===== src/rtl/mem_port_arbiter_pkg.sv =====
// Shared encodings for the two-requester memory port arbiter:
// FSM states, owner identity and the legal memory read latency range.
package mem_arb_pkg;

    typedef enum logic [1:0] {
        IDLE  = 2'd0,
        ISSUE = 2'd1,
        WAIT  = 2'd2,
        RESP  = 2'd3
    } arb_state_t;

    typedef enum logic {
        OWN_IF = 1'b0,
        OWN_LS = 1'b1
    } owner_t;

    localparam int MEM_LAT_MIN = 1;
    localparam int MEM_LAT_MAX = 4;
    localparam int LAT_CNT_W   = 2;

endpackage


===== src/rtl/mem_port_arbiter.sv =====
// Serialises instruction-fetch and load/store accesses onto one synchronous
// memory port: round-robin on ties, one access in flight, fixed read latency.
module mem_port_arbiter
    import mem_arb_pkg::*;
#(
    parameter int ADDR_W  = 6,
    parameter int DATA_W  = 32,
    parameter int MEM_LAT = 1
) (
    input  logic              clk,
    input  logic              rst_n,
    input  logic              if_req,
    input  logic [ADDR_W-1:0] if_addr,
    output logic              if_gnt,
    output logic              if_rvalid,
    output logic [DATA_W-1:0] if_rdata,
    input  logic              ls_req,
    input  logic              ls_we,
    input  logic [ADDR_W-1:0] ls_addr,
    input  logic [DATA_W-1:0] ls_wdata,
    output logic              ls_gnt,
    output logic              ls_rvalid,
    output logic [DATA_W-1:0] ls_rdata,
    output logic              mem_en,
    output logic              mem_we,
    output logic [ADDR_W-1:0] mem_addr,
    output logic [DATA_W-1:0] mem_wdata,
    input  logic [DATA_W-1:0] mem_rdata
);

    // Out-of-range latencies are clamped so the counter width always suffices.
    localparam int LAT = (MEM_LAT < MEM_LAT_MIN) ? MEM_LAT_MIN :
                         (MEM_LAT > MEM_LAT_MAX) ? MEM_LAT_MAX : MEM_LAT;

    arb_state_t            state, state_nxt;
    owner_t                owner, last_owner, sel_owner;
    logic                  sel_valid;
    logic                  lat_we;
    logic [LAT_CNT_W-1:0]  lat_cnt;
    logic [ADDR_W-1:0]     lat_addr;
    logic [DATA_W-1:0]     lat_wdata;
    logic                  issue, resp, capture;

    always_comb begin
        state_nxt = state;
        sel_owner = owner;
        sel_valid = 1'b0;
        case (state)
            IDLE: begin
                if (if_req || ls_req) begin
                    sel_valid = 1'b1;
                    if (if_req && ls_req)
                        sel_owner = (last_owner == OWN_IF) ? OWN_LS : OWN_IF;
                    else
                        sel_owner = ls_req ? OWN_LS : OWN_IF;
                    state_nxt = ISSUE;
                end
            end
            ISSUE: begin
                if (lat_we)
                    state_nxt = IDLE;
                else if (LAT > 1)
                    state_nxt = WAIT;
                else
                    state_nxt = RESP;
            end
            WAIT: begin
                if (lat_cnt == LAT_CNT_W'(1))
                    state_nxt = RESP;
            end
            RESP: state_nxt = IDLE;
            default: state_nxt = IDLE;
        endcase
    end

    assign issue = (state == ISSUE);
    assign resp  = (state == RESP);
    // Read data is taken on the last cycle of the latency window.
    assign capture = (issue && !lat_we && LAT == 1) ||
                     (state == WAIT && lat_cnt == LAT_CNT_W'(1));

    always_ff @(posedge clk or negedge rst_n) begin
        if (!rst_n) begin
            state      <= IDLE;
            owner      <= OWN_IF;
            last_owner <= OWN_LS;
            lat_cnt    <= '0;
            lat_we     <= 1'b0;
            if_rdata   <= '0;
            ls_rdata   <= '0;
        end else begin
            state <= state_nxt;
            if (sel_valid) begin
                owner  <= sel_owner;
                lat_we <= (sel_owner == OWN_LS) && ls_we;
            end
            if (issue) begin
                last_owner <= owner;
                lat_cnt    <= LAT_CNT_W'(LAT - 1);
            end else if (state == WAIT) begin
                lat_cnt <= lat_cnt - LAT_CNT_W'(1);
            end
            if (capture) begin
                if (owner == OWN_IF)
                    if_rdata <= mem_rdata;
                else
                    ls_rdata <= mem_rdata;
            end
        end
    end

    // Address/data latches are only observed while in ISSUE, so they carry no reset.
    always_ff @(posedge clk) begin
        if (sel_valid) begin
            lat_addr  <= (sel_owner == OWN_LS) ? ls_addr : if_addr;
            lat_wdata <= (sel_owner == OWN_LS) ? ls_wdata : '0;
        end
    end

    assign mem_en    = issue;
    assign mem_we    = issue && lat_we;
    assign mem_addr  = issue ? lat_addr : '0;
    assign mem_wdata = issue ? lat_wdata : '0;
    assign if_gnt    = issue && (owner == OWN_IF);
    assign ls_gnt    = issue && (owner == OWN_LS);
    assign if_rvalid = resp && (owner == OWN_IF);
    assign ls_rvalid = resp && (owner == OWN_LS);

endmodule


===== config.mk =====
export PLATFORM = sky130hd
export DESIGN_NAME = mem_port_arbiter
export DESIGN_NICKNAME = d
export VERILOG_FILES = /design/src/rtl/mem_port_arbiter_pkg.sv /design/src/rtl/mem_port_arbiter.sv
export SDC_FILE = /design/constraint.sdc
export NUM_CORES = 1
export LEC_CHECK = 0
export ABC_AREA = 1
export BUFFER_PORTS_ARGS = -buffer_cell sky130_fd_sc_hd__buf_2
export CORE_ASPECT_RATIO = 1.75
export CORE_MARGIN = 4
export CORE_UTILIZATION = 45
export CTS_CLUSTER_SIZE = 10
export DETAILED_ROUTE_END_ITERATION = 7
export PLACE_DENSITY = 0.72
export SKIP_CTS_REPAIR_TIMING = 1
export SYNTH_ARGS = -nofsm -noshare
export SYNTH_HDL_FRONTEND = slang
export SYNTH_SLANG_ARGS = --single-unit

===== constraint.sdc =====
create_clock -name clk -period 3.9 [get_ports clk]
set_input_delay 0 -clock clk [delete_from_list [all_inputs] [get_ports clk]]
set_output_delay 0 -clock clk [all_outputs]
set_load 0.03 [all_outputs]

Word-level counts from Yosys, hierarchy flattened
Cells that the tools add are included.
- flip-flop bits (word level): 109
- bits of input ports: 81
- bitwise logic cells: 1
- equality and inequality tests: 6
- reduce and logical (&&, ||, !) cells: 17
- mux-type cells: 16
- $add $sub $neg: 1
- operator list (cell ; number):
    two-way mux 32 bit ; 1
    two-way mux 6 bit ; 2
    two-way mux 2 bit ; 5
    logical AND 1 bit ; 9
    one-hot mux 2 bit (4 select lines) ; 1
    two-way mux 1 bit ; 7
    AND reduction 2 bit ; 3
    == test 2 x 1 -> 1 bit, second input constant ; 2
    == test 2 bit, second input constant ; 2
    inequality test 2 bit, second input constant ; 2
    logical NOT 2 bit ; 1
    logical OR 1 bit ; 2
    nonzero test 2 bit ; 1
    subtractor 2 x 1 -> 2 bit, second input constant ; 1
    logical NOT 1 bit ; 1
    inverter 1 bit ; 1

Depth between registers and ports, before layout
- depth in word-level cells: 5
- depth in mapped cells: 9

Worst setup path before layout
OpenSTA, ideal clock, no wires.
- path type: register to register
- start: register state[0]
- end: register lat_addr[0] (enable)
- path slack: 1.044 ns
- data required time: 3.463 ns
- clock period less this slack: 2.856 ns
- cell stages (with the launch flop): 5
- arrival: 2.420 ns
- library setup time: 0.437 ns
- path buffers: 0
- path through: dfrtp_1 > inv_1 > ha_1 > inv_1 > nor2_1
- cells in the longest elaborated chain, start to end: 2
- ends and longest elaborated chain (item ; RTL line ; RTL):
    from (decl) ; mem_port_arbiter.sv:35 ; arb_state_t state, state_nxt;
    from (signal assigned) ; mem_port_arbiter.sv:92 ; state <= state_nxt;
    logical NOT 2 bit ; mem_port_arbiter.sv:48 ; case (state)
    two-way mux 1 bit ; mem_port_arbiter.sv:48 ;
    named net sel_valid ; mem_port_arbiter.sv:37 ; logic sel_valid;
    to (signal assigned) ; mem_port_arbiter.sv:115 ; lat_addr <= (sel_owner == OWN_LS) ? ls_addr : if_addr;
    to (decl) ; mem_port_arbiter.sv:40 ; logic [ADDR_W-1:0] lat_addr;
The timed path passes the listed nets, and every way through them passes these cells.
A chain may end at the register's enable or synchronous reset.

Final worst setup path
- start: register owner
- end: register lat_addr[4], data pin
- cells in the longest elaborated chain, start to end: 3
- ends and longest elaborated chain (item ; RTL line ; RTL):
    from (decl) ; mem_port_arbiter.sv:36 ; owner_t owner, last_owner, sel_owner;
    from (signal assigned) ; mem_port_arbiter.sv:94 ; owner <= sel_owner;
    two-way mux 1 bit ; mem_port_arbiter.sv:50 ; if (if_req || ls_req) begin
    two-way mux 1 bit (*) ; mem_port_arbiter.sv:48 ;
    two-way mux 6 bit (*) ; mem_port_arbiter.sv:115 ;
Mark *: on every way between the ends. The rest lies on a longest branch, timed or not.

==> qor.yml <==
outcome:
  status: "complete, but fails checks"
  violations: "negative hold slack"
synth:
  synth_area_leaders: "dfrtp_1 (37%), edfxtp_1 (24%), nand2_1 (15%), nand3_1 (7.7%), inv_1 (6.5%)"
  synthAdderAreaFrac: 0.01569
  synth_cell_type_count: 18
  muxShareOfSynthArea: 0
  ys_warn_count: 0
  yosys_register_bits: 109
  syn_inst: 543
  mappedNetlistArea_mm2: 0.004786
  synth_compound_area_frac: 0.01020
  synth_edf_count: 38
  syn_area_per_cell_um2: 8.814
  synth_seq_area_share: 0.6099
  synthArstFlopShare: 0.6514
  synth_commonest_cells: "nand2_1 (194), inv_1 (83), nand3_1 (74)"
  synth_top_family_by_area: "simple AND/OR/NAND/NOR gates"
  synth-xor-area-share: 0
  yosys_most_used_dff: "dfrtp_1"
  yosysMostFrequentCell: "nand2_1"
  synthSimpleGateAreaFrac: 0.2591
  synth.net_count: 630
  synth_top_area_cell: "dfrtp_1"
  synth_top_area_frac: 0.3660
sta:
  setup_viol: 0
  holdWs_ns: -0.03599
  relSlewSlack: 0.2167
  finalCritPeriodShare: 0.7099
  rsz0062_at_grt: "no"
  worstMarginPinSlew_ns: 1.172
  final.setup.tns_ns: 0
  timing.fmax_mhz: 361.2
  slew_viol_final: 0
  min_period_ns: 2.769
  finalClockSkew_ns: 0.006274
  report.final.hold_viol_count: 9
worst_setup_path:
  cp_data_arrival_time_ns: 2.97
  cp_cell_sequence: "inv_2, nand2_1, nand2_2, nand2_1, nand2_1, dlygate4sd3_1"
  cp.required_ns: 4.10
  cp_num_buf_inv: 2
  crit_fanout: 39
  reg2reg_depth: 6
  r2r_start: "owner"
  r2r_end: "lat_addr[4]"
  crit_top_cell: "nand2_1"
  r2r_slack_ns: 1.13
  slowest_delay_ns: 0.61
  end_kind: "flop"
  cp-start-kind: "flop"
  slowest_stage: "nand2_2"
  path_delay_family: "simple AND/OR/NAND/NOR gates"
  critPathKind: "reg2reg"
route:
  via_per_inst: 4.819
  via_count: 4414
  wl_per_cell_um: 13.98
  drt_iter0_markers: 221
  ant_nets: 0
  drtPass1Iterations: 4
  route.detailed.drc: 0
  wl_um: 12810
placement:
  port_buffers: 188
  hpwl_um: 8329
  gp_congestion: 0.7687
layout:
  fin_nets: 871
  area_delta_synth_final_pct: 40.16
  final.fill_count: 824
  num_antenna_cells: 0
  drive_above_1_share: 0.2700
pwr:
  ir_drop_v: 0.0005670
  p_leak_uw: 0.003885
  powerDensity_mw_per_mm2: 911.5
floorplanning:
  die-area_mm2: 0.01241
  core_area_mm2: 0.01036
  start_util: 0.4619
  die_x_um: 85.96
  die_h_um: 144.4
  ios: 189
  rows: 49
worst_hold_path:
  min_path_cells: 3
  hold_start: "ls_wdata[17]"
  min_to: "lat_wdata[17]"
  min_path_type: "in2reg"
global_route:
  grt_max_degree: 72
  overflow: 0
  grt_usage: 0.1871
  grt_use_met3: 0.04048
  grt_pass1_wl_um: 18640
  grt_pass1_vias: 4101
  grt_use_met1: 0.2170
  antenna_found_initial: 0
  grt_use_met2: 0.3388
  grt-busiest-layer: "met2"
cts:
  clk_latency_ns: 0.33
  cts_tree: "built"
  cts_buffers: 9
  clkTransAtPathRegs_ns: 0.07
  cts_htree_levels: 3
  cts_buffer_depth: 2
  cts.sinks: 109
  ctsRootBufferMaster: "clkbuf_16"
run:
  maxCapViolCount: 0
==> logic make-up (layout without fill, tap and decap cells) <==
logic type	Yosys count	count (layout)
AOI/OAI and AO/OA	9	9
adders and majority gates	6	6
buffers and inverters	114	360
DFF	109	109
and+or+nand+nor	305	305
==> metrics by stage <==
stage / instances / utilization / total power, uW / setup slack [ns] / instance area (um2)
after floorplan: 543 / - / 4341 / 1.044 / 4786
after global placement: 832 / 0.5542 / 5090 / 1.491 / 5742
after detailed placement: 832 / 0.5542 / 5185 / 1.375 / 5742
after CTS: 848 / 0.5817 / 6070 / 1.352 / 6027
after global routing: 916 / 0.6474 / 6511 / 0.9260 / 6708
final: 916 / 0.6474 / 6114 / 1.131 / 6708
==> layer usage <==
metal  vias up  routed length, um  share of wire
li1       2134                  -              -
met1      2064               4836           0.38
met2       205               6673           0.52
met3        11               1151          0.090
met4         0                145          0.011
met5         -                  0              0
==> registers in the layout, summed over array words and instances (netlist names), 2 cells and up <==
name       cells
ls_rdata      32
if_rdata      32
lat_wdata     32
state          2
lat_addr       6
lat_cnt        2
==> where the power goes <==
group | internal [uW] | total [uW] | leakage [uW] | switching (uW)
Clock | 470 | 867 | 0.000146 | 397
Combinational | 848 | 3210 | 0.00250 | 2360
Sequential | 1800 | 2040 | 0.00124 | 243
==> placed cells by master, fill, tap and decap left out, drive strengths merged, types with 2 or more instances in the layout <==
master,n
dlygate4sd3,68
nor2,36
nand2,195
o21ai,7
clkbuf,11
inv,87
nand3,74
buf,191
dfrtp,70
ha,6
a21oi,2
edfxtp,38
clkinv,3
==> worst register-to-register path: cells and delay by family, from the launching register on <==
family                 cells  cell delay, ns
buffers and inverters      2            1.06
flip-flops                 1            0.39
AND/OR/NAND/NOR            4            1.18
==> worst max path at each step <==
stage	slack [ns]	depth (start not counted)	to	startpoint
after CTS	1.35	8	if_rdata[22]	state[1]
after global placement	1.49	8	if_rdata[8]	state[1]
after detailed placement	1.37	8	if_rdata[22]	state[1]
after global routing	0.93	6	lat_addr[4]	owner
after floorplan	1.04	4	lat_addr[0]	state[0]
final	1.13	6	lat_addr[4]	owner
==> layout make-up <==
type                            count  area, um2  area share
Sequential cell                   109       2919      0.4352
Multi-Input combinational cell    320       1379      0.2056
Tap cell                          127      158.9     0.02369
Timing Repair Buffer              259       1647      0.2455
Clock inverter                      5      32.53    0.004850
Clock buffer                       11      252.7     0.03768
Inverter                           85      319.1     0.04757
No activity file was read; power rests on OpenSTA's default activity.
